==> src/rtl/fp_conv_pkg.sv <==
// Shared definitions for the fp16 <-> int32 conversion unit: field widths,
// operand classes and int32 saturation codes.
package fp_conv_pkg;

    localparam int FP16_EXP_W = 5;
    localparam int FP16_MAN_W = 10;
    localparam int FP16_SIG_W = FP16_MAN_W + 1;
    localparam int FP16_BIAS  = 15;

    localparam logic [31:0] INT32_POS_SAT = 32'h7FFF_FFFF;
    localparam logic [31:0] INT32_NEG_SAT = 32'h8000_0000;

    typedef enum logic [1:0] {
        NORM,
        ZERO_SUB,
        INF,
        NAN
    } fp_class_e;

    function automatic fp_class_e fp16_classify(input logic [FP16_EXP_W-1:0] exp_f,
                                                input logic [FP16_MAN_W-1:0] man_f);
        fp_class_e cls;
        if (exp_f == '1)
            cls = (man_f == '0) ? INF : NAN;
        else if (exp_f == '0)
            cls = ZERO_SUB;
        else
            cls = NORM;
        return cls;
    endfunction

endpackage

==> src/rtl/fp16_rne_shifter.sv <==
// Right-shifts an 11-bit significand by 1..24 places and derives the
// round-to-nearest-even guard, sticky and increment bits.
module fp16_rne_shifter
    import fp_conv_pkg::*;
(
    input  logic [FP16_SIG_W-1:0] sig_i,
    input  logic [4:0]            shamt_i,
    output logic [FP16_SIG_W-1:0] mag_o,
    output logic                  guard_o,
    output logic                  sticky_o,
    output logic                  inc_o
);

    // 24 fraction bits below the significand catch every bit shifted out,
    // so shifts of 12 or more naturally give mag=0, guard=0, sticky=1.
    logic [FP16_SIG_W+23:0] wide;

    assign wide     = {sig_i, 24'b0} >> shamt_i;
    assign mag_o    = wide[FP16_SIG_W+23:24];
    assign guard_o  = wide[23];
    assign sticky_o = |wide[22:0];
    assign inc_o    = guard_o & (sticky_o | mag_o[0]);

endmodule

==> src/rtl/fp16_to_int32.sv <==
// Three-stage fp16 -> int32 converter (round-to-nearest-even) with a
// registered output. Define FP16TOINT32_FLAGS_EN to add the flags_o port.
module fp16_to_int32
    import fp_conv_pkg::*;
(
    input  logic        clk,
    input  logic        rst,
    input  logic [15:0] data_i,
    input  logic        input_valid,
    output logic        output_update,
`ifdef FP16TOINT32_FLAGS_EN
    output logic [1:0]  flags_o,
`endif
    output logic [31:0] data_o
);

    logic                  s1_valid_q, s2_valid_q, s3_valid_q, out_valid_q;

    logic                  s1_sign_q;
    logic [FP16_SIG_W-1:0] s1_sig_q;
    fp_class_e             s1_cls_q;
    logic signed [5:0]     s1_exp_q;
    logic signed [5:0]     s1_exp_d;

    logic                  s2_sign_q, s2_inc_q, s2_inc_d;
    fp_class_e             s2_cls_q;
    logic [16:0]           s2_mag_q, s2_mag_d;

    logic [31:0]           s3_data_q, s3_data_d, mag_rounded;
    logic [31:0]           data_q;

    logic [2:0]            lsh;
    logic [4:0]            rsh;
    logic [FP16_SIG_W-1:0] sh_mag;
    logic                  sh_guard, sh_sticky, sh_inc;

    // ---------------- S1: classify ----------------
    assign s1_exp_d = $signed({1'b0, data_i[14:10]}) - 6'(FP16_BIAS);

    // NOTE: valid bits and outputs are reset; the datapath registers are not,
    // since every consumer qualifies them with a valid bit.
    always_ff @(posedge clk) begin
        if (rst) begin
            s1_valid_q  <= 1'b0;
            s2_valid_q  <= 1'b0;
            s3_valid_q  <= 1'b0;
            out_valid_q <= 1'b0;
        end else begin
            s1_valid_q  <= input_valid;
            s2_valid_q  <= s1_valid_q;
            s3_valid_q  <= s2_valid_q;
            out_valid_q <= s3_valid_q;
        end
    end

    // NOTE: sequential state uses non-blocking assignments so every stage
    // samples the previous stage's value from before the edge.
    always_ff @(posedge clk) begin
        s1_sign_q <= data_i[15];
        s1_sig_q  <= {data_i[14:10] != '0, data_i[9:0]};
        s1_cls_q  <= fp16_classify(data_i[14:10], data_i[9:0]);
        s1_exp_q  <= s1_exp_d;
    end

    // ---------------- S2: align ----------------
    assign lsh = 3'(s1_exp_q - 6'sd10);
    assign rsh = 5'(6'sd10 - s1_exp_q);

    fp16_rne_shifter u_shifter (
        .sig_i    (s1_sig_q),
        .shamt_i  (rsh),
        .mag_o    (sh_mag),
        .guard_o  (sh_guard),
        .sticky_o (sh_sticky),
        .inc_o    (sh_inc)
    );

`ifdef FP16TOINT32_FLAGS_EN
    logic s2_guard_q, s2_sticky_q, s2_guard_d, s2_sticky_d;
`else
    logic unused_round_bits;
    assign unused_round_bits = sh_guard | sh_sticky;
`endif

    // NOTE: every always_comb output gets a default first so no path infers a latch.
    always_comb begin
        s2_mag_d = '0;
        s2_inc_d = 1'b0;
`ifdef FP16TOINT32_FLAGS_EN
        s2_guard_d  = 1'b0;
        s2_sticky_d = 1'b0;
`endif
        unique case (s1_cls_q)
            NORM: begin
                if (s1_exp_q >= 6'sd10) begin
                    s2_mag_d = 17'(s1_sig_q) << lsh;
                end else begin
                    s2_mag_d = 17'(sh_mag);
                    s2_inc_d = sh_inc;
`ifdef FP16TOINT32_FLAGS_EN
                    s2_guard_d  = sh_guard;
                    s2_sticky_d = sh_sticky;
`endif
                end
            end
`ifdef FP16TOINT32_FLAGS_EN
            ZERO_SUB: s2_sticky_d = |s1_sig_q[FP16_MAN_W-1:0];
`endif
            default: ;
        endcase
    end

    always_ff @(posedge clk) begin
        s2_sign_q <= s1_sign_q;
        s2_cls_q  <= s1_cls_q;
        s2_mag_q  <= s2_mag_d;
        s2_inc_q  <= s2_inc_d;
`ifdef FP16TOINT32_FLAGS_EN
        s2_guard_q  <= s2_guard_d;
        s2_sticky_q <= s2_sticky_d;
`endif
    end

    // ---------------- S3: finalize ----------------
    assign mag_rounded = 32'(s2_mag_q) + 32'(s2_inc_q);

    always_comb begin
        s3_data_d = '0;
        unique case (s2_cls_q)
            NORM:     s3_data_d = s2_sign_q ? -mag_rounded : mag_rounded;
            INF:      s3_data_d = s2_sign_q ? INT32_NEG_SAT : INT32_POS_SAT;
            NAN:      s3_data_d = INT32_POS_SAT;
            default:  s3_data_d = '0;
        endcase
    end

    always_ff @(posedge clk) begin
        s3_data_q <= s3_data_d;
    end

    // ---------------- output register ----------------
    always_ff @(posedge clk) begin
        if (rst)
            data_q <= '0;
        else if (s3_valid_q)
            data_q <= s3_data_q;
    end

`ifdef FP16TOINT32_FLAGS_EN
    logic [1:0] s3_flags_q, flags_q;

    always_ff @(posedge clk) begin
        s3_flags_q <= {(s2_cls_q == INF) || (s2_cls_q == NAN), s2_guard_q | s2_sticky_q};
    end

    always_ff @(posedge clk) begin
        if (rst)
            flags_q <= '0;
        else if (s3_valid_q)
            flags_q <= s3_flags_q;
    end

    assign flags_o = flags_q;
`endif

    assign data_o        = data_q;
    assign output_update = out_valid_q;

endmodule

==> config.mk <==
export PLATFORM = sky130hd
export DESIGN_NAME = fp16_to_int32
export DESIGN_NICKNAME = d
export VERILOG_FILES = /design/src/rtl/fp_conv_pkg.sv /design/src/rtl/fp16_rne_shifter.sv /design/src/rtl/fp16_to_int32.sv
export SDC_FILE = /design/constraint.sdc
export NUM_CORES = 1
export LEC_CHECK = 0
export ABC_AREA = 1
export CAP_MARGIN = 20
export CORE_MARGIN = 4
export CORE_UTILIZATION = 29
export CTS_CLUSTER_DIAMETER = 30
export DETAILED_ROUTE_END_ITERATION = 7
export SLEW_MARGIN = 10
export SYNTH_ARGS = -nofsm -noshare
export SYNTH_HDL_FRONTEND = slang
export SYNTH_SLANG_ARGS = --single-unit
export TNS_END_PERCENT = 1
==> constraint.sdc <==
create_clock -name clk -period 5.8 [get_ports clk]
set_input_delay 1.16 -clock clk [delete_from_list [all_inputs] [get_ports clk]]
set_output_delay 1.16 -clock clk [all_outputs]
set_load 0.05 [all_outputs]
# After elaboration in Yosys (flattened, before gate mapping)
# Cells that the tools add are included.
dict set report word_totals {
  ff_bits 109
  wordCells 44
  inputBits 19
}
dict set report op_classes {
  reduce_logical 8
  shift 2
  addsub 5
  magnitude_cmp 1
  n_bitwise 3
  n_mux 7
  eq_ne 3
}
# operator n
set ops {}
lappend ops {{one-hot mux 32 bit (3 select lines)} 1}
lappend ops {{two-way mux 32 bit} 2}
lappend ops {{>> shifter 35 x 5 -> 35 bit} 1}
lappend ops {{negation 18 -> 32 bit} 1}
lappend ops {{OR reduction 23 bit} 1}
lappend ops {{adder 17 x 1 -> 18 bit} 1}
lappend ops {{<< shifter 11 x 3 -> 17 bit} 1}
lappend ops {{two-way mux 11 bit} 1}
lappend ops {{logical NOT 10 bit} 1}
lappend ops {{greater-or-equal comparator 6 x 5 -> 1 bit (second input constant)} 1}
lappend ops {{subtractor 5 x 4 -> 6 bit (second input constant)} 1}
lappend ops {{== test 5 bit (second input constant)} 1}
lappend ops {{logical NOT 5 bit} 1}
lappend ops {{nonzero test 5 bit} 1}
lappend ops {{subtractor 5 bit (first input constant)} 1}
lappend ops {{== test 2 bit (second input constant)} 2}
lappend ops {{logical NOT 2 bit} 2}
lappend ops {{subtractor 3 bit (second input constant)} 1}
lappend ops {{two-way mux 1 bit} 2}
lappend ops {{two-way mux 2 bit} 1}
lappend ops {{AND reduction 2 bit} 1}
lappend ops {{OR reduction 2 bit} 1}
lappend ops {{AND 1 bit} 1}
lappend ops {{NOT 1 bit} 1}
lappend ops {{OR 1 bit} 1}

# Depth between registers and ports, before layout
# Gate-level depths: netlist (run 1).
dict set report logic_depth {
  depth_word 5
  depth_mapped 16
  depth_no_buf 16
}

# By module
# A second synthesis (run 1) with hierarchy kept.
dict set report unflattened {
  cells_unflattened 804
  hier_area_um2 5377.7
}
# module cells_per_inst area_per_inst_um2 instances seq_area_each_um2
set modules_own_cells {}
lappend modules_own_cells {fp16_to_int32 644 4679.5 1 2182.1}
lappend modules_own_cells {fp16_rne_shifter 160 698.2 1 0.0}

# Worst setup path after synthesis (run 1)
# No wires, ideal clock.
dict set report synth_path {
  kind {register to register}
  from {register s1_exp_q[0]}
  to {register s2_inc_q}
  path_stages_with_launch 16
  t_arrival_ps 2040
  path_slack_ps 3641
  setup_time_ps 119
  required_time_ps 5681
  cell_sequence {dfxtp_1 inv_1 clkbuf_1 ha_1 buf_2 inv_1 clkbuf_1 nand2_1 nand2_1 nand2_1 nand2_1 nand2_1 nor2_1 nand3_1 nand2_1 a21oi_1}
}
dict set report synth_via {
  elab_chain_len 5
  elab_cells_between_ends 7
  classes_between {1 x add/sub; 1 x order compare; 1 x shift; 2 x bitwise; 2 x reduce/logical}
}
# item line_no
set synth_lines {}
lappend synth_lines {{start: declaration} fp16_to_int32.sv:22} ;# logic signed [5:0] s1_exp_q;
lappend synth_lines {{start signal: assignment} fp16_to_int32.sv:62} ;# s1_exp_q <= s1_exp_d;
lappend synth_lines {{subtractor 5 bit} fp16_to_int32.sv:67} ;# assign rsh = 5'(6'sd10 - s1_exp_q);
lappend synth_lines {{>> shifter 35 x 5 -> 35 bit} fp16_rne_shifter.sv:18} ;# assign wide = {sig_i, 24'b0} >> shamt_i;
lappend synth_lines {{OR reduction 23 bit} fp16_rne_shifter.sv:21} ;# assign sticky_o = |wide[22:0];
lappend synth_lines {{OR 1 bit} fp16_rne_shifter.sv:22} ;# assign inc_o = guard_o & (sticky_o | mag_o[0]);
lappend synth_lines {{AND 1 bit} fp16_rne_shifter.sv:22}
lappend synth_lines {{end signal: assignment} fp16_to_int32.sv:117} ;# s2_inc_q <= s2_inc_d;
lappend synth_lines {{end: declaration} fp16_to_int32.sv:25} ;# logic s2_sign_q, s2_inc_q, s2_inc_d;
# Several ways; a longest one is shown, not always the timed one.
# A chain may end at the register's enable or synchronous reset.

# Worst setup path in the final report (run 1)
dict set report layout_path {
  from {register s1_exp_q[1]}
  to {register s2_mag_q[3]}
}
dict set report layout_via {
  elab_chain_len 3
  elab_cells_between_ends 6
  classes_between {2 x add/sub; 1 x order compare; 2 x shift; 1 x mux}
}
# item line_no
set layout_lines {}
lappend layout_lines {{subtractor 5 bit or subtractor 3 bit (tied branches)} {fp16_to_int32.sv:67, fp16_to_int32.sv:66}}
lappend layout_lines {{>> shifter 35 x 5 -> 35 bit or << shifter 11 x 3 -> 17 bit (tied branches)} {fp16_rne_shifter.sv:18, fp16_to_int32.sv:96}}
lappend layout_lines {{two-way mux 11 bit (*)} fp16_to_int32.sv:95} ;# if (s1_exp_q >= 6'sd10) begin
lappend layout_lines {{end signal: assignment} fp16_to_int32.sv:116} ;# s2_mag_q <= s2_mag_d;
lappend layout_lines {{end: declaration} fp16_to_int32.sv:27} ;# logic [16:0] s2_mag_q, s2_mag_d;
# Mark *: on every way between the ends. The rest lies on a longest branch, timed or not.

==> results of run 1 <==
flip-flops by register name (all words and copies together) (netlist names), 2 cells and up:
register and cells:
data_o 32, s1_cls_q 2, s1_exp_q 6, s1_sig_q 11, s2_cls_q 2, s2_mag_q 17
s3_data_q 32
cell usage after synthesis, drive strengths merged:
master	number
dfxtp	109
o211ai	2
nor3	6
xor2	4
or2	2
clkinv	2
and2	1
a41oi	1
mux2i	1
inv	64
clkbuf	21
nand4	8
xnor2	1
nand2	265
dlygate4sd1	2
a21o	2
o21ai	44
o22ai	5
ha	10
a211oi	1
a21oi	55
nand3b	4
o21a	1
a21boi	1
o21bai	2
buf	5
nor2	67
nand3	38
o31ai	6
a31oi	1
and3	3
nor4	2
metrics by stage:
step	cell area [um^2]	hold slack [ns]	instances	worst slack (ns)	total power [mW]
6_report	6040	0.328	1002	3.05	1.92
5_1_grt	6040	0.334	1002	2.74	2.05
3_3_place_gp	5760	0.311	987	3.04	1.35
4_1_cts	6040	0.332	1002	3.09	1.94
2_1_floorplan	5060	0.310	736	3.64	1.24
3_5_place_dp	5760	0.314	987	3.10	1.35
worst max-delay path, cell delays in order (launching register included):
cell	delay, ns
dfxtp_1	0.57
clkinv_1	0.53
ha_1	0.39
a21o_1	0.16
xor2_1	0.41
inv_1	0.17
nand2_1	0.25
o21ai_0	0.12
routing by layer:
| layer | global-route usage [%] | wire, um | vias up | part of all wire, % |
|---|---|---|---|---|
| met2 | 18.7 | 4950 | 89 | 45 |
| met3 | 2.87 | 568 | 13 | 5.1 |
| met1 | 14.5 | 5380 | 1887 | 49 |
| met4 | 3.47 | 153 | 0 | 1.4 |
| met5 | 0 | 0 | - | 0 |
| li1 | - | - | 2443 | - |
worst paths after layout:
| kind | from | end | slack, ns |
|---|---|---|---|
| min | s1_sign_q$_DFF_P_ | s2_sign_q$_DFF_P_ | 0.33 |
| min reg2reg | s1_sign_q$_DFF_P_ | s2_sign_q$_DFF_P_ | 0.33 |
| max reg2reg | s1_exp_q[1]$_DFF_P_ | s2_mag_q[3]$_SDFF_PP0_ | 3.05 |
| max | s1_exp_q[1]$_DFF_P_ | s2_mag_q[3]$_SDFF_PP0_ | 3.05 |
logic make-up (layout without fill, tap and decap cells):
logic type / count (synthesis) / in the layout / share of synthesized area (%)
adder cells (fa/ha/maj): 10 / 10 / 2.47
flip-flops: 109 / 109 / 43.1
multiplexers: 1 / 1 / 0.198
AO/OA/AOI/OAI: 121 / 121 / 13.4
AND/OR/NAND/NOR: 396 / 396 / 32.6
XOR/XNOR: 5 / 5 / 1.01
buffers and inverters: 94 / 135 / 7.29
power by group:
| group | switching (mW) | internal (mW) | leakage, nW | total (mW) |
|---|---|---|---|---|
| clock network | 0.285 | 0.298 | 0.136 | 0.583 |
| logic | 0.291 | 0.157 | 1.62 | 0.448 |
| registers | 0.0462 | 0.840 | 0.902 | 0.886 |
| total | 0.622 | 1.30 | 2.65 | 1.92 |
area by class of cell:
| type | count | area share (%) |
|---|---|---|
| multi-input cells | 533 | 41.6 |
| flip-flops and latches | 109 | 36.1 |
| repair buffers | 54 | 8.82 |
| well taps | 225 | 4.66 |
| inverters | 66 | 4.10 |
| clock buffers | 9 | 3.73 |
| clock inverters | 6 | 1.01 |
==> metrics.log, run 1 <==
[metrics] Starting DRT DRC Count: 174
[metrics] horizontal die dimension: 140 um
[metrics] clock tree sinks: 109
[metrics] number of hold buffers added after cts: 0
[metrics] post-layout min period: 2.75 ns
[metrics] synthesized instance count: 736
[metrics] TritonRoute pass-1 iters: 4
[metrics] number of setup buffers added after CTS: 0
[metrics] weighted congestion reported at the end of routability-driven placement: 0.893
[metrics] max-cap viol count: 0
[metrics] chip height: 140 um
[metrics] worst-case vdd ir drop: 0.179 mV
[metrics] number of remaining DRC errors: 0
[metrics] number of diodes: 0
[metrics] Area Growth Syn to Fin: 19.3%
[metrics] vias after detailed routing: 4432
[metrics] standard cell core area: 17200 um^2
[metrics] Cell Pwr Density: 317 nW/um^2
[metrics] startpoint type of the worst setup path: register
[metrics] cell type with the largest total area after synthesis: dfxtp_1
[metrics] area of the mapped netlist: 5060 um^2
[metrics] Rows: 48
[metrics] required time of the critical path: 6.03 ns
[metrics] reported leakage power: 2.65 nW
[metrics] number of placed I/O pins: 52
[metrics] transition time at the pin with the least slew margin: 0.992 ns
[metrics] IO buf count: 51
[metrics] Net count, final: 802
[metrics] HPWL Detailed: 8.24 mm
[metrics] share of Yosys cell area claimed by the top area cell type: 43.1%
[metrics] arrival time reported for the critical path endpoint: 2.97 ns
[metrics] clock network latency to the later pin of the worst-skew pair: 0.35 ns
[metrics] Post-Route Utilization: 35.2%
[metrics] count of distinct cell types in the synthesized netlist: 41
[metrics] Yosys reg bits: 109
[metrics] global-route usage over all layers: 11.3%
[metrics] post-DR vias/cell: 4.42
[metrics] number of global-route vias before repair: 4089
[metrics] Fin Setup TNS: 0 ns
[metrics] final hold vios: 0
[metrics] library cell used as clock root buffer: clkbuf_16
[metrics] TritonCTS Buffers: 9
[metrics] worst clock skew: 0.00633 ns
[metrics] detailed-route wire length: 11.1 mm
[metrics] most common library cell in the layout ignoring fill and taps: nand2_1
[metrics] class of the most critical setup path: reg -> reg
[metrics] clock-pin transition on the worst setup and hold timing paths: 0.07 ns
[metrics] number of buffers on the longest clock path: 2
[metrics] TritonCTS clock tree: done
[metrics] Wirelength per Cell: 11.0 um
[metrics] fraction of the yosys area taken by sequential cells: 43.1%
[metrics] remaining number of nets flagged by the antenna check after routing: 0
[metrics] commonest cells after routing, fill and taps aside: nand2_1, dfxtp_1, inv_1, a21oi_1, nor2_1
[metrics] combined flip-flop and latch cell area: 2180 um^2
[metrics] combined area of the multi-input logic cells: 2510 um^2
[metrics] H-tree depth: 3
[metrics] result of the run: complete, no violations
[metrics] worst hold path class: reg -> reg
[metrics] share of post-route cells with drive strength above 1: 5.66%
[metrics] final setup violating endpoints: 0
[metrics] layout filler cell count: 1903
[metrics] net count of the mapped netlist: 765
[metrics] global-route wire length before repair: 18.7 mm
[metrics] antenna violations before repair: 0
[metrics] ratio of final minimum period to clock period: 47.3%
[metrics] count of instances resized after the clock tree is built: 0
[metrics] largest net degree at the start of global routing: 37
[metrics] critical path capture point type: register
[metrics] Crit Path Max Fanout: 19
[metrics] Starting Density: 29.5%
[metrics] WHS Path Cells: 0
[metrics] worst-case reg-to-reg path depth: 7
[metrics] maximum operating frequency: 364 MHz
[metrics] post-synthesis average cell area: 6.88 um^2
[metrics] total gr overflow: 0
[metrics] setup repair after global routing missed its margin: no
[metrics] pins over their slew limit: 0
[metrics] Area contributors post-synth: dfxtp_1, nand2_1, a21oi_1, inv_1, nor2_1
[metrics] max-slew headroom at the worst pin: 33.8%
[metrics] overall die area: 19600 um^2
[metrics] Yosys warnings: 0
(Power assumes the default switching activity.)
==> run 2, diff against run 1 <==
- clock period: 5.8 -> 2.8 ns (I/O delays scaled with it)
==> run 2 against run 1 <==
  * Sequential cell count unchanged
  * Cell count up 0.60%
  * Maximum frequency up 18%
  * Die area unchanged
  * Core utilization up 0.25 points
  * Clock skew down 0.0010 ns
  * Register-to-register slack worse by 2.6 ns
  * Combinational power up 110%
  * Clock-buffer cell count unchanged
  * Largest cell class unchanged
  * Largest power group unchanged
==> metrics.log, run 2 (synthesized netlist as in run 1, its figures left out) <==
[metrics] Metal-1 WL: 5.42 mm (was 5.38 mm)
[metrics] antenna violations before repair: 0 (unchanged)
[metrics] WHS Path Cells: 0 (unchanged)
[metrics] Area Growth Syn to Fin: 20.2% (was 19.3%)
[metrics] weighted congestion reported at the end of routability-driven placement: 0.920 (was 0.893)
[metrics] hold_sp: s1_sign_q$_DFF_P_ (unchanged)
[metrics] chip height: 140 um (unchanged)
[metrics] required time of the critical path: 3.02 ns (was 6.03 ns)
[metrics] critical path capture point type: register (unchanged)
[metrics] maximum operating frequency: 430 MHz (was 364 MHz)
[metrics] clock network latency to the later pin of the worst-skew pair: 0.36 ns (was 0.35 ns)
[metrics] buffers and inverters on the worst path: 2 (unchanged)
[metrics] worst hold path class: reg -> reg (unchanged)
[metrics] final setup violating endpoints: 0 (unchanged)
[metrics] transition time at the pin with the least slew margin: 0.968 ns (was 0.992 ns)
[metrics] largest stage delay on the critical path: 0.32 ns (was 0.57 ns)
[metrics] total gr overflow: 0 (unchanged)
[metrics] final hold vios: 0 (unchanged)
[metrics] detailed-route wire length: 11.3 mm (was 11.1 mm)
[metrics] result of the run: complete, no violations (unchanged)
[metrics] most prevalent standard cell on the critical path: nand2_1
[metrics] Post-Route Utilization: 35.4% (was 35.2%)
[metrics] H-tree depth: 3 (unchanged)
[metrics] setup repair after global routing missed its margin: no (unchanged)
[metrics] number of global-route vias before repair: 4193 (was 4089)
[metrics] number of buffers on the longest clock path: 2 (unchanged)
[metrics] post-layout min period: 2.32 ns (was 2.75 ns)
[metrics] worst clock skew: 0.00528 ns (was 0.00633 ns)
[metrics] finished layout cell area: 6090 um^2 (was 6040 um^2)
[metrics] max-slew headroom at the worst pin: 35.4% (was 33.8%)
[metrics] critical path, cell by cell: ha_1, ha_1, inv_1, ha_1, nand2_1, nor2_1, nand3_2, inv_2, nand2_1, nor2_1, nand2_1, nand2_1, nand2_1, nand3_1, nand2_1 (was clkinv_1, ha_1, a21o_1, xor2_1, inv_1, nand2_1, o21ai_0)
[metrics] Cell Pwr Density: 657 nW/um^2 (was 317 nW/um^2)
[metrics] kind of cell adding the most delay to the critical path: simple AND/OR/NAND/NOR gates (was buffers and inverters)
[metrics] reported leakage power: 2.68 nW (was 2.65 nW)
[metrics] Wirelength per Cell: 11.2 um (was 11.0 um)
[metrics] number of hold buffers added after cts: 0 (unchanged)
[metrics] placement-stage worst setup slack: 0.482 ns (was 3.10 ns)
[metrics] post-DR vias/cell: 4.50 (was 4.42)
[metrics] horizontal die dimension: 140 um (unchanged)
[metrics] Starting DRT DRC Count: 270 (was 174)
[metrics] number of diodes: 0 (unchanged)
[metrics] Fin Setup TNS: 0 ns (unchanged)
[metrics] top routing layer in use: met4 (unchanged)
[metrics] vias after detailed routing: 4538 (was 4432)
[metrics] Net count, final: 808 (was 802)
[metrics] overall die area: 19600 um^2 (unchanged)
[metrics] wire length on met2: 5.05 mm (was 4.95 mm)
[metrics] HPWL Detailed: 8.64 mm (was 8.24 mm)
[metrics] most common library cell in the layout ignoring fill and taps: nand2_1 (unchanged)
[metrics] Cell Area, Placed: 5800 um^2 (was 5760 um^2)
[metrics] share of post-route cells with drive strength above 1: 6.39% (was 5.66%)
[metrics] clock-pin transition on the worst setup and hold timing paths: 0.07 ns (about the same)
[metrics] remaining number of nets flagged by the antenna check after routing: 0 (unchanged)
[metrics] library cell used as clock root buffer: clkbuf_16 (unchanged)
[metrics] pins over their slew limit: 0 (unchanged)
[metrics] ratio of final minimum period to clock period: 83.0% (was 47.3%)
[metrics] IO buf count: 51 (unchanged)
[metrics] count of instances resized after the clock tree is built: 0 (unchanged)
[metrics] Final Worst Setup Slack: 0.477 ns (was 3.05 ns)
[metrics] worst-case reg-to-reg path depth: 15 (was 7)
[metrics] worst hold margin: 0.335 ns (was 0.328 ns)
[metrics] startpoint type of the worst setup path: register (unchanged)
[metrics] Stages on worst setup path: 15 (was 7)
[metrics] number of remaining DRC errors: 0 (unchanged)
[metrics] R2R Path Start: s2_inc_q$_SDFF_PP0_ (was s1_exp_q[1]$_DFF_P_)
[metrics] Starting Density: 29.5% (unchanged)
[metrics] Worst Setup SP: s2_inc_q$_SDFF_PP0_ (was s1_exp_q[1]$_DFF_P_)
[metrics] max-cap viol count: 0 (unchanged)
[metrics] number of setup buffers added after CTS: 0 (unchanged)
[metrics] TritonCTS Buffers: 9 (unchanged)
[metrics] largest net degree at the start of global routing: 37 (unchanged)
[metrics] clock tree sinks: 109 (unchanged)
[metrics] TritonRoute pass-1 iters: 4 (unchanged)
[metrics] Crit Path Max Fanout: 4 (was 19)
[metrics] worst-case vdd ir drop: 0.324 mV (was 0.179 mV)
[metrics] arrival time reported for the critical path endpoint: 2.54 ns (was 2.97 ns)
[metrics] class of the most critical setup path: reg -> reg (unchanged)
[metrics] number of placed I/O pins: 52 (unchanged)
[metrics] commonest cells after routing, fill and taps aside: nand2_1, dfxtp_1, inv_1, a21oi_1, nor2_1 (unchanged)
[metrics] Rows: 48 (unchanged)
[metrics] global-route wire length before repair: 19.2 mm (was 18.7 mm)
[metrics] global-route usage over all layers: 11.7% (was 11.3%)
[metrics] standard cell core area: 17200 um^2 (unchanged)
[metrics] routed wire length on met3: 508 um (was 568 um)
[metrics] TritonCTS clock tree: done (unchanged)
[metrics] Worst path slowest cell: ha_1 (was dfxtp_1)
-- run 2: cell types whose count changed in the layout (fill, tap and decap cells not counted), sizes merged --
cell | before | now
inv | 65 | 66
buf | 3 | 9
clkinv | 6 | 5
-- run 2: power breakdown --
part	leakage (nW)	switching (mW)	internal (mW)
Sequential	0.902	0.0985	1.74
Clock	0.135	0.599	0.615
Combinational	1.64	0.610	0.336
-- run 2: cell type report --
| type | count | area, um^2 |
|---|---|---|
| flip-flops and latches | 109 | 2180 |
| well taps | 225 | 282 |
| multi-input cells | 533 | 2510 |
| clock buffers | 9 | 225 |
| fillers | 1869 | 11100 |
| repair buffers | 60 | 578 |
| clock inverters | 6 | 58.8 |
| inverters | 66 | 248 |
-- run 2: final timing paths --
kind,slack (ns),to
setup / recovery,0.48,s3_data_q[14]$_SDFF_PN0_
hold / removal,0.34,s2_sign_q$_DFF_P_
setup reg to reg,0.48,s3_data_q[14]$_SDFF_PN0_
hold reg to reg,0.34,s2_sign_q$_DFF_P_
-- run 2: stage by stage --
stage / std cells / power, mW
6_report: 1008 / 4.00
5_1_grt: 1008 / 4.27
4_1_cts: 1008 / 4.04
3_5_place_dp: 993 / 2.82
3_3_place_gp: 993 / 2.81
2_1_floorplan: 736 / 2.58
-- run 2: per-layer routing --
layer  track usage, %  vias up
met5                0        -
met4             5.15        0
met2             19.2       99
met3             3.07       25
met1             14.5     1970
li1                 -     2444
==> run 3, diff against run 2 <==
- clock period: 2.8 -> 2.3 ns (I/O delays scaled with it)
==> run 3 against run 2 <==
  * Critical path depth down 2
  * Total power grew 24%
  * Maximum frequency is 11% higher
  * Clock power grew 26%
  * Largest power group unchanged
==> metrics.log, run 3 (synthesized netlist as in run 1, its figures left out) <==
[metrics] library cell used as clock root buffer: clkbuf_16 (unchanged)
[metrics] Crit Path Max Fanout: 7 (was 4)
[metrics] result of the run: complete, no violations (unchanged)
[metrics] TritonRoute pass-1 iters: 5 (was 4)
[metrics] reported leakage power: 2.74 nW (was 2.68 nW)
[metrics] Rows: 48 (unchanged)
[metrics] worst-case reg-to-reg path depth: 13 (was 15)
[metrics] hold_sp: s1_sign_q$_DFF_P_ (unchanged)
[metrics] Wirelength per Cell: 10.9 um (was 11.2 um)
[metrics] most common library cell in the layout ignoring fill and taps: nand2_1 (unchanged)
[metrics] horizontal die dimension: 140 um (unchanged)
[metrics] IO buf count: 51 (unchanged)
[metrics] transition time at the pin with the least slew margin: 0.567 ns (was 0.968 ns)
[metrics] commonest cells after routing, fill and taps aside: nand2_1, dfxtp_1, inv_1, a21oi_1, nor2_1 (unchanged)
[metrics] Starting Density: 29.5% (unchanged)
[metrics] post-layout min period: 2.10 ns (was 2.32 ns)
[metrics] worst-case vdd ir drop: 0.386 mV (was 0.324 mV)
[metrics] number of diodes: 0 (unchanged)
[metrics] share of post-route cells with drive strength above 1: 8.70% (was 6.39%)
[metrics] TritonCTS Buffers: 9 (unchanged)
[metrics] Area Growth Syn to Fin: 23.0% (was 20.2%)
[metrics] required time of the critical path: 2.55 ns (was 3.02 ns)
[metrics] arrival time reported for the critical path endpoint: 2.35 ns (was 2.54 ns)
[metrics] clock network latency to the later pin of the worst-skew pair: 0.36 ns (about the same)
[metrics] final hold vios: 0 (unchanged)
[metrics] TritonCTS clock tree: done (unchanged)
[metrics] capture point of the worst reg-to-reg path: s3_data_q[24]$_SDFF_PN0_ (was s3_data_q[14]$_SDFF_PN0_)
[metrics] HPWL Detailed: 8.57 mm (was 8.64 mm)
[metrics] maximum operating frequency: 476 MHz (was 430 MHz)
[metrics] class of the most critical setup path: reg -> reg (unchanged)
[metrics] standard cell core area: 17200 um^2 (unchanged)
[metrics] max-slew headroom at the worst pin: 62.1% (was 35.4%)
[metrics] total gr overflow: 0 (unchanged)
[metrics] Post-Route Utilization: 36.3% (was 35.4%)
[metrics] clock tree sinks: 109 (unchanged)
[metrics] Net count, final: 817 (was 808)
[metrics] Fin Setup TNS: 0 ns (unchanged)
[metrics] detailed-route wire length: 11.1 mm (was 11.3 mm)
[metrics] global-route usage over all layers: 11.5% (was 11.7%)
[metrics] worst clock skew: 0.0153 ns (was 0.00528 ns)
[metrics] overall die area: 19600 um^2 (unchanged)
[metrics] number of remaining DRC errors: 0 (unchanged)
[metrics] largest net degree at the start of global routing: 37 (unchanged)
[metrics] total design power: 4.96 mW (was 4.00 mW)
[metrics] weighted congestion reported at the end of routability-driven placement: 0.880 (was 0.920)
[metrics] number of global-route vias before repair: 4080 (was 4193)
[metrics] Starting DRT DRC Count: 197 (was 270)
[metrics] pins over their slew limit: 0 (unchanged)
[metrics] worst hold path class: reg -> reg (unchanged)
[metrics] global-route wire length before repair: 18.8 mm (was 19.2 mm)
[metrics] number of placed I/O pins: 52 (unchanged)
[metrics] slack of the worst reg-to-reg path: 0.20 ns (was 0.48 ns)
[metrics] chip height: 140 um (unchanged)
[metrics] number of hold buffers added after cts: 0 (unchanged)
[metrics] WHS Path Cells: 0 (unchanged)
[metrics] antenna violations before repair: 0 (unchanged)
[metrics] finished layout cell area: 6230 um^2 (was 6090 um^2)
[metrics] worst hold endpoint: s2_sign_q$_DFF_P_ (unchanged)
[metrics] final setup violating endpoints: 0 (unchanged)
[metrics] Cell Pwr Density: 797 nW/um^2 (was 657 nW/um^2)
[metrics] combined flip-flop and latch cell area: 2180 um^2 (unchanged)
[metrics] Cell Area, Placed: 5850 um^2 (was 5800 um^2)
[metrics] max-cap viol count: 0 (unchanged)
[metrics] post-DR vias/cell: 4.41 (was 4.50)
[metrics] R2R Path Start: s2_inc_q$_SDFF_PP0_ (unchanged)
[metrics] remaining number of nets flagged by the antenna check after routing: 0 (unchanged)
[metrics] clock-pin transition on the worst setup and hold timing paths: 0.08 ns (was 0.07 ns)
[metrics] layout filler cell count: 1886 (was 1869)
[metrics] H-tree depth: 3 (unchanged)
[metrics] number of buffers on the longest clock path: 2 (unchanged)
[metrics] vias after detailed routing: 4487 (was 4538)
[metrics] combined area of the multi-input logic cells: 2570 um^2 (was 2510 um^2)
[metrics] ratio of final minimum period to clock period: 91.3% (was 83.0%)
[metrics] setup repair after global routing missed its margin: no (unchanged)
[metrics] critical path capture point type: register (unchanged)
[metrics] startpoint type of the worst setup path: register (unchanged)
run 3: stage by stage:
step	hold slack, ns	cells	setup slack [ns]
CTS	0.330	1016	0.0163
global placement	0.311	1000	0.0980
global route	0.337	1018	0.00271
floorplan	0.310	736	0.141
finish	0.329	1018	0.201
detailed placement	0.312	1000	0.0436
run 3: cell type report:
type | count | area share (%)
repair buffers | 69 | 10.4
clock buffers | 9 | 3.62
inverters | 66 | 3.98
well taps | 225 | 4.52
clock inverters | 7 | 1.25
multi-input cells | 533 | 41.2
flip-flops and latches | 109 | 35.0
run 3: layer usage:
metal  wire length [um]  GRT usage [%]  vias to the layer above  part of all wire [%]
li1                   -              -                     2456                     -
met1               5360           14.5                     1940                    48
met4                 95           3.82                        0                  0.86
met2               5170           19.0                       82                    47
met5                  0              0                        -                     0
met3                486           2.87                        9                   4.4
run 3: worst max path at each step:
stage	slack (ns)	to	startpoint	depth (start not counted)
6_report	0.20	s3_data_q[24]$_SDFF_PN0_	s2_inc_q$_SDFF_PP0_	13
5_1_grt	0.003	s3_data_q[24]$_SDFF_PN0_	s2_inc_q$_SDFF_PP0_	13
4_1_cts	0.02	s3_data_q[24]$_SDFF_PN0_	s2_inc_q$_SDFF_PP0_	13
3_5_place_dp	0.04	s3_data_q[24]$_SDFF_PN0_	s2_inc_q$_SDFF_PP0_	13
3_3_place_gp	0.1	s3_data_q[20]$_SDFF_PN0_	s2_inc_q$_SDFF_PP0_	13
2_1_floorplan	0.14	s2_inc_q$_SDFF_PP0_	s1_exp_q[0]$_DFF_P_	15
run 3: timing repair:
item / in CTS / in global routing
setup endpoints to repair: 0 / 23
buffers inserted: 0 / 2
gates resized for setup: 0 / 13
run 3: power breakdown:
part	internal [mW]	total, mW	switching [mW]
Clock	0.772	1.52	0.752
Combinational	0.447	1.20	0.755
Sequential	2.12	2.24	0.121
run 3: critical path, stage by stage (launching register included):
cell and delay [ns]:
dfxtp_1 0.36, ha_4 0.17, ha_4 0.20, inv_1 0.05, ha_2 0.18, nand2_1 0.06, nor2_2 0.14, nand3_2 0.13
inv_2 0.08, nand2_1 0.06, nor2_2 0.13, nand2_2 0.09, o21ai_4 0.23, nand2_1 0.09
==> RTL edit 1 (config.mk and constraints of run 3) <==
The option `FP16TOINT32_FLAGS_EN` is turned on by a define.
--- a/src/rtl/fp16_to_int32.sv
+++ b/src/rtl/fp16_to_int32.sv
@@ -2,2 +2,4 @@
 // registered output. Define FP16TOINT32_FLAGS_EN to add the flags_o port.
+`define FP16TOINT32_FLAGS_EN
+
 module fp16_to_int32
Formal check against the unedited RTL (old outputs only; new: flags_o): equivalent (Yosys induction, for registers that start in step).
==> RTL edit 1 against run 3 <==
- hold slack lost 0.0059 ns
- routed wire length grew 17%
- clock power grew 73%
- final area grew 12%
- total power grew 26%
- setup slack lost 0.036 ns
- sequential cell count grew 6
- clock skew shrank 0.0066 ns
- area after synthesis grew 7.4%
==> RTL edit 1: results (changes against run 3) <==
[critical_path]
cp_max_fo = 7  ; unchanged
worstPathArrival_ns = 2.42  ; +0.07 ns

[clock_tree]
h-tree-depth = 4  ; +1
clk_pin_slew_ns = 0.06  ; -0.02 ns
clock_latency_ns = 0.41  ; +0.05 ns
cts_buffers = 17  ; +8
cts_root_buffer = clkbuf_16
clockBufferDepth = 2  ; unchanged

[route]
routed_wirelength_mm = 12.94  ; +17%
first_pass_iters = 5  ; unchanged
avgRoutedWirePerCell_um = 11.94  ; +9.4%
vias_per_cell = 4.623  ; +4.9%
drt-initial-drc-count = 226  ; +15%

[final_layout]
n_antenna_cell = 0  ; unchanged
syn_to_final_growth_pct = 27.87
drive_gt1_share_pct = 11.11  ; +2.4 points
layout.nets = 871  ; +6.6%
fill_cells = 1884  ; -0.11%

[place]
postPlaceCellArea_sq_mm = 0.006242  ; +6.6%
dp.cells = 1049  ; +4.9%
io_buffers = 53  ; +3.9%
place_hpwl_mm = 9.509  ; +11%
place_congestion = 0.8600  ; -2.3%
dp_slack_ns = 0.03796  ; -0.005630 ns

[pwr]
power_leakage_nw = 2.958  ; +8.1%
ir_worst_vdd_v = 0.0005436  ; +41%

[synthesis]
synthTopCellsByArea = dfxtp_1, nand2_1, nand3_1
async_reset_ff_share_pct = 0  ; unchanged
syn_nets = 813  ; +6.3%
seq_area_frac_synth_pct = 42.32  ; -0.78 points
yosys_warnings = 0  ; unchanged
postSynthCellCount = 784  ; +6.5%
synth_common_cells = nand2_1, dfxtp_1, nand3_1
ys.flop_type = dfxtp_1
synth_cell_types = 37  ; -9.8%

[hold_path]
hp-class = reg -> reg

[global_route]
grt_max_degree = 39  ; +5.4%
grt_pass1_wl_mm = 22.29  ; +19%
antenna_found_initial = 0  ; unchanged
grt_pass1_vias = 4774  ; +17%
grtUsageTotal_pct = 12.61  ; +1.2 points

[timing]
slew_headroom_pct = 34.81  ; -27 points
setup_violations = 0  ; unchanged
fin_skew_ns = 0.008705  ; -0.006570 ns

[outcome]
outcome = finished clean

==> RTL edit 1: critical path, stage by stage (launching register included) <==
cell	delay, ns
dfxtp_2	0.34
ha_4	0.16
ha_4	0.15
nand3_4	0.10
nor2_4	0.21
nand2_2	0.07
nand2_2	0.10
nand2_2	0.07
nor2_4	0.13
nand2_2	0.07
nor2_4	0.09
nand2_2	0.08
nor3_4	0.32
a21oi_1	0.11
==> RTL edit 1: routing by layer <==
layer / part of all wire (%) / up-vias / global-route usage, %
met4: 2.2 / 0 / 5.558
met2: 45 / 130 / 19.98
li1: - / 2675 / -
met1: 48 / 2178 / 16.06
met5: 0 / - / 0
met3: 5.1 / 28 / 3.617
==> RTL edit 1: final cells by class <==
type                    instances  area share (%)
flip-flops and latches        115           33.13
clock buffers                  19           6.511
repair buffers                 70           9.568
multi-input cells             574           40.97
well taps                     229           4.119
inverters                      63           3.453
clock inverters                13           2.140
repair inverters                1          0.1079
==> RTL edit 1: cell families after synthesis <==
group | share of synthesized area, %
buf+inv | 6.693
fa+ha+maj | 2.300
xor+xnor | 0.4831
simple gates | 35.99
mux | 0.1840
flops | 42.32
compound gates | 12.03
==> RTL edit 1: power breakdown <==
part	internal (W)	switching (W)
clock	0.00167	0.000964
combinational	0.000481	0.000828
sequential	0.00222	0.000115
total	0.00437	0.00191
==> RTL edit 1: worst paths after layout <==
check                                from       endpoint  slack, ns  depth (start not counted)
worst min-delay path            s1_sign_q      s2_sign_q       0.32                          0
worst max-delay path             s2_inc_q  s3_data_q[31]       0.17                         13
worst max register to register   s2_inc_q  s3_data_q[31]       0.17                         13
worst min register to register  s1_sign_q      s2_sign_q       0.32                          0
==> RTL edit 1: what timing repair did <==
action	4_1_cts	5_1_grt
resized for setup	0	24
endpoints found under the setup margin	0	23
setup buffers	0	2
==> RTL edit 2 (flow settings as in run 3) <==
Made on the original files. Register the output `data_o` once more, cleared by the reset; this adds one clock of latency there. The other outputs are not delayed to match.
--- a/src/rtl/fp16_to_int32.sv
+++ b/src/rtl/fp16_to_int32.sv
@@ -165,3 +165,9 @@
 
-    assign data_o        = data_q;
+    always_ff @(posedge clk) begin
+        if (rst) begin
+            data_o <= '0;
+        end else begin
+            data_o <= data_q;
+        end
+    end
     assign output_update = out_valid_q;
Behaviour: not the same (Yosys sat finds a counterexample within 10 cycles, from zero or initial values and one cycle with rst high).
==> RTL edit 2 against run 3 <==
- final area up 19%
- setup slack worse by 0.0032 ns
- routed wire length up 8.8%
- total power up 36%
- first-iteration DRC count up 50%
- area after synthesis up 16%
- sequential cell count up 32
- maximum frequency down 0.15%
- critical path type unchanged
- largest cell class is now registers
==> RTL edit 2: results (changes against run 3) <==
[final_layout]
drive_gt1_share_pct = 12.28  ; +3.6 points
layout.nets = 855  ; +4.7%
multi_input_comb_area_sq_mm = 0.002650  ; +3.2%
top_regs = data_o x32, data_q x32, s3_data_q x32
fill_cells = 2009  ; +6.5%

[timing]
post-route-min-period_ns = 2.102  ; +0.003237 ns
slew_headroom_pct = 63.25  ; +1.2 points
fin_skew_ns = 0.01269  ; -0.002581 ns
drv_slew = 0  ; unchanged

[global_route]
use_met3_pct = 3.131  ; +0.26 points
grt_pass1_wl_mm = 20.53  ; +9.3%
grtUsageMet1_pct = 13.88  ; -0.66 points
grtUsageTotal_pct = 11.25  ; -0.21 points
globalRouteMet2Util_pct = 19.02  ; about the same
grt_max_degree = 33  ; -11%
grt_pass1_vias = 4426  ; +8.5%

[place]
io_buffers = 51  ; unchanged
dp_slack_ns = 0.04119  ; -0.002397 ns
dp.cells = 1071  ; +7.1%
place_congestion = 0.8838  ; +0.43%
place_hpwl_mm = 8.920  ; +4.0%

[synthesis]
async_reset_ff_share_pct = 0  ; unchanged
synth_cell_types = 39  ; -4.9%
synthTopCellsByArea = dfxtp_1, nand2_1, nor2_1
syn_nets = 795  ; +3.9%
synth_common_cells = nand2_1, dfxtp_1, nor2_1
avgSynthCellArea_sq_um = 7.671  ; +11%
ys.flop_type = dfxtp_1
seq_area_frac_synth_pct = 48.04  ; +4.9 points

[clock_tree]
clock_latency_ns = 0.42  ; +0.06 ns
h-tree-depth = 4  ; +1
clk_pin_slew_ns = 0.06  ; -0.02 ns
cts_buffers = 17  ; +8

[route]
routed_wirelength_mm = 12.08  ; +8.8%
wl_met1_mm = 5.696  ; +6.3%
drt-initial-drc-count = 296  ; +50%
wl_met2_mm = 5.767  ; +12%
vias = 4767  ; +6.2%
dr_wl_met3_um = 511  ; +5.1%
vias_per_cell = 4.318  ; -2.0%

[critical_path]
path_class = reg -> reg
cp_slowest_cell = dfxtp_1
worstReg2RegEnd = s3_data_q[27]

[pwr]
ir_worst_vdd_v = 0.0006399  ; +66%
p_seq_w = 0.00282  ; +26%
pwr-share-comb_pct = 18.0  ; -6.2 points
power_leakage_nw = 3.240  ; +18%
power_switching_w = 0.001970  ; +21%

[outcome]
outcome = finished clean

## RTL edit 2: logic make-up (layout without fill, tap and decap cells)
group	count (synthesis)	count (layout)	synth area share, %
muxes	3	3	0.5111
xor gates and xnor gates	4	4	0.5962
and+or+nand+nor	365	365	27.41
adders and majority gates	10	10	2.129
buffers and inverters	121	194	7.794
AOI/OAI and AO/OA	122	122	13.52
DFF	141	141	48.04
## RTL edit 2: repair_timing
item / 4_1_cts / 5_1_grt
resized for setup: 0 / 14
setup buffers: 0 / 1
setup endpoints to repair: 0 / 22
## RTL edit 2: worst min path at each step
stage / from / to / slack (ns) / cells after the start
floorplan: s1_sign_q / s2_sign_q / 0.31 / 0
global placement: s1_sign_q / s2_sign_q / 0.31 / 0
detailed placement: s1_sign_q / s2_sign_q / 0.32 / 0
CTS: s1_sign_q / s2_sign_q / 0.33 / 0
global route: s1_sign_q / s2_sign_q / 0.34 / 0
finish: s1_sign_q / s2_sign_q / 0.33 / 0
## RTL edit 2: final cells by class
| cell class | instances | area share, % |
|---|---|---|
| clock inverters | 13 | 2.180 |
| inverters | 94 | 4.766 |
| multi-input cells | 504 | 35.80 |
| clock buffers | 19 | 5.848 |
| flip-flops and latches | 141 | 38.14 |
| repair buffers | 68 | 8.788 |
| well taps | 265 | 4.479 |
## RTL edit 2: per-stage QoR
step / TNS, ns / utilization, % / hold slack, ns / instance area (sq um) / total power (W)
after CTS: 0 / 37.24 / 0.3329 / 7342 / 0.006784
after global placement: 0 / 34.22 / 0.3123 / 6748 / 0.004041
after detailed placement: 0 / 34.22 / 0.3179 / 6748 / 0.004052
after global routing: -0.04767 / 37.55 / 0.3405 / 7403 / 0.007112
final: 0 / 37.55 / 0.3275 / 7403 / 0.006737
after floorplan: 0 / - / 0.3096 / 5876 / 0.003746
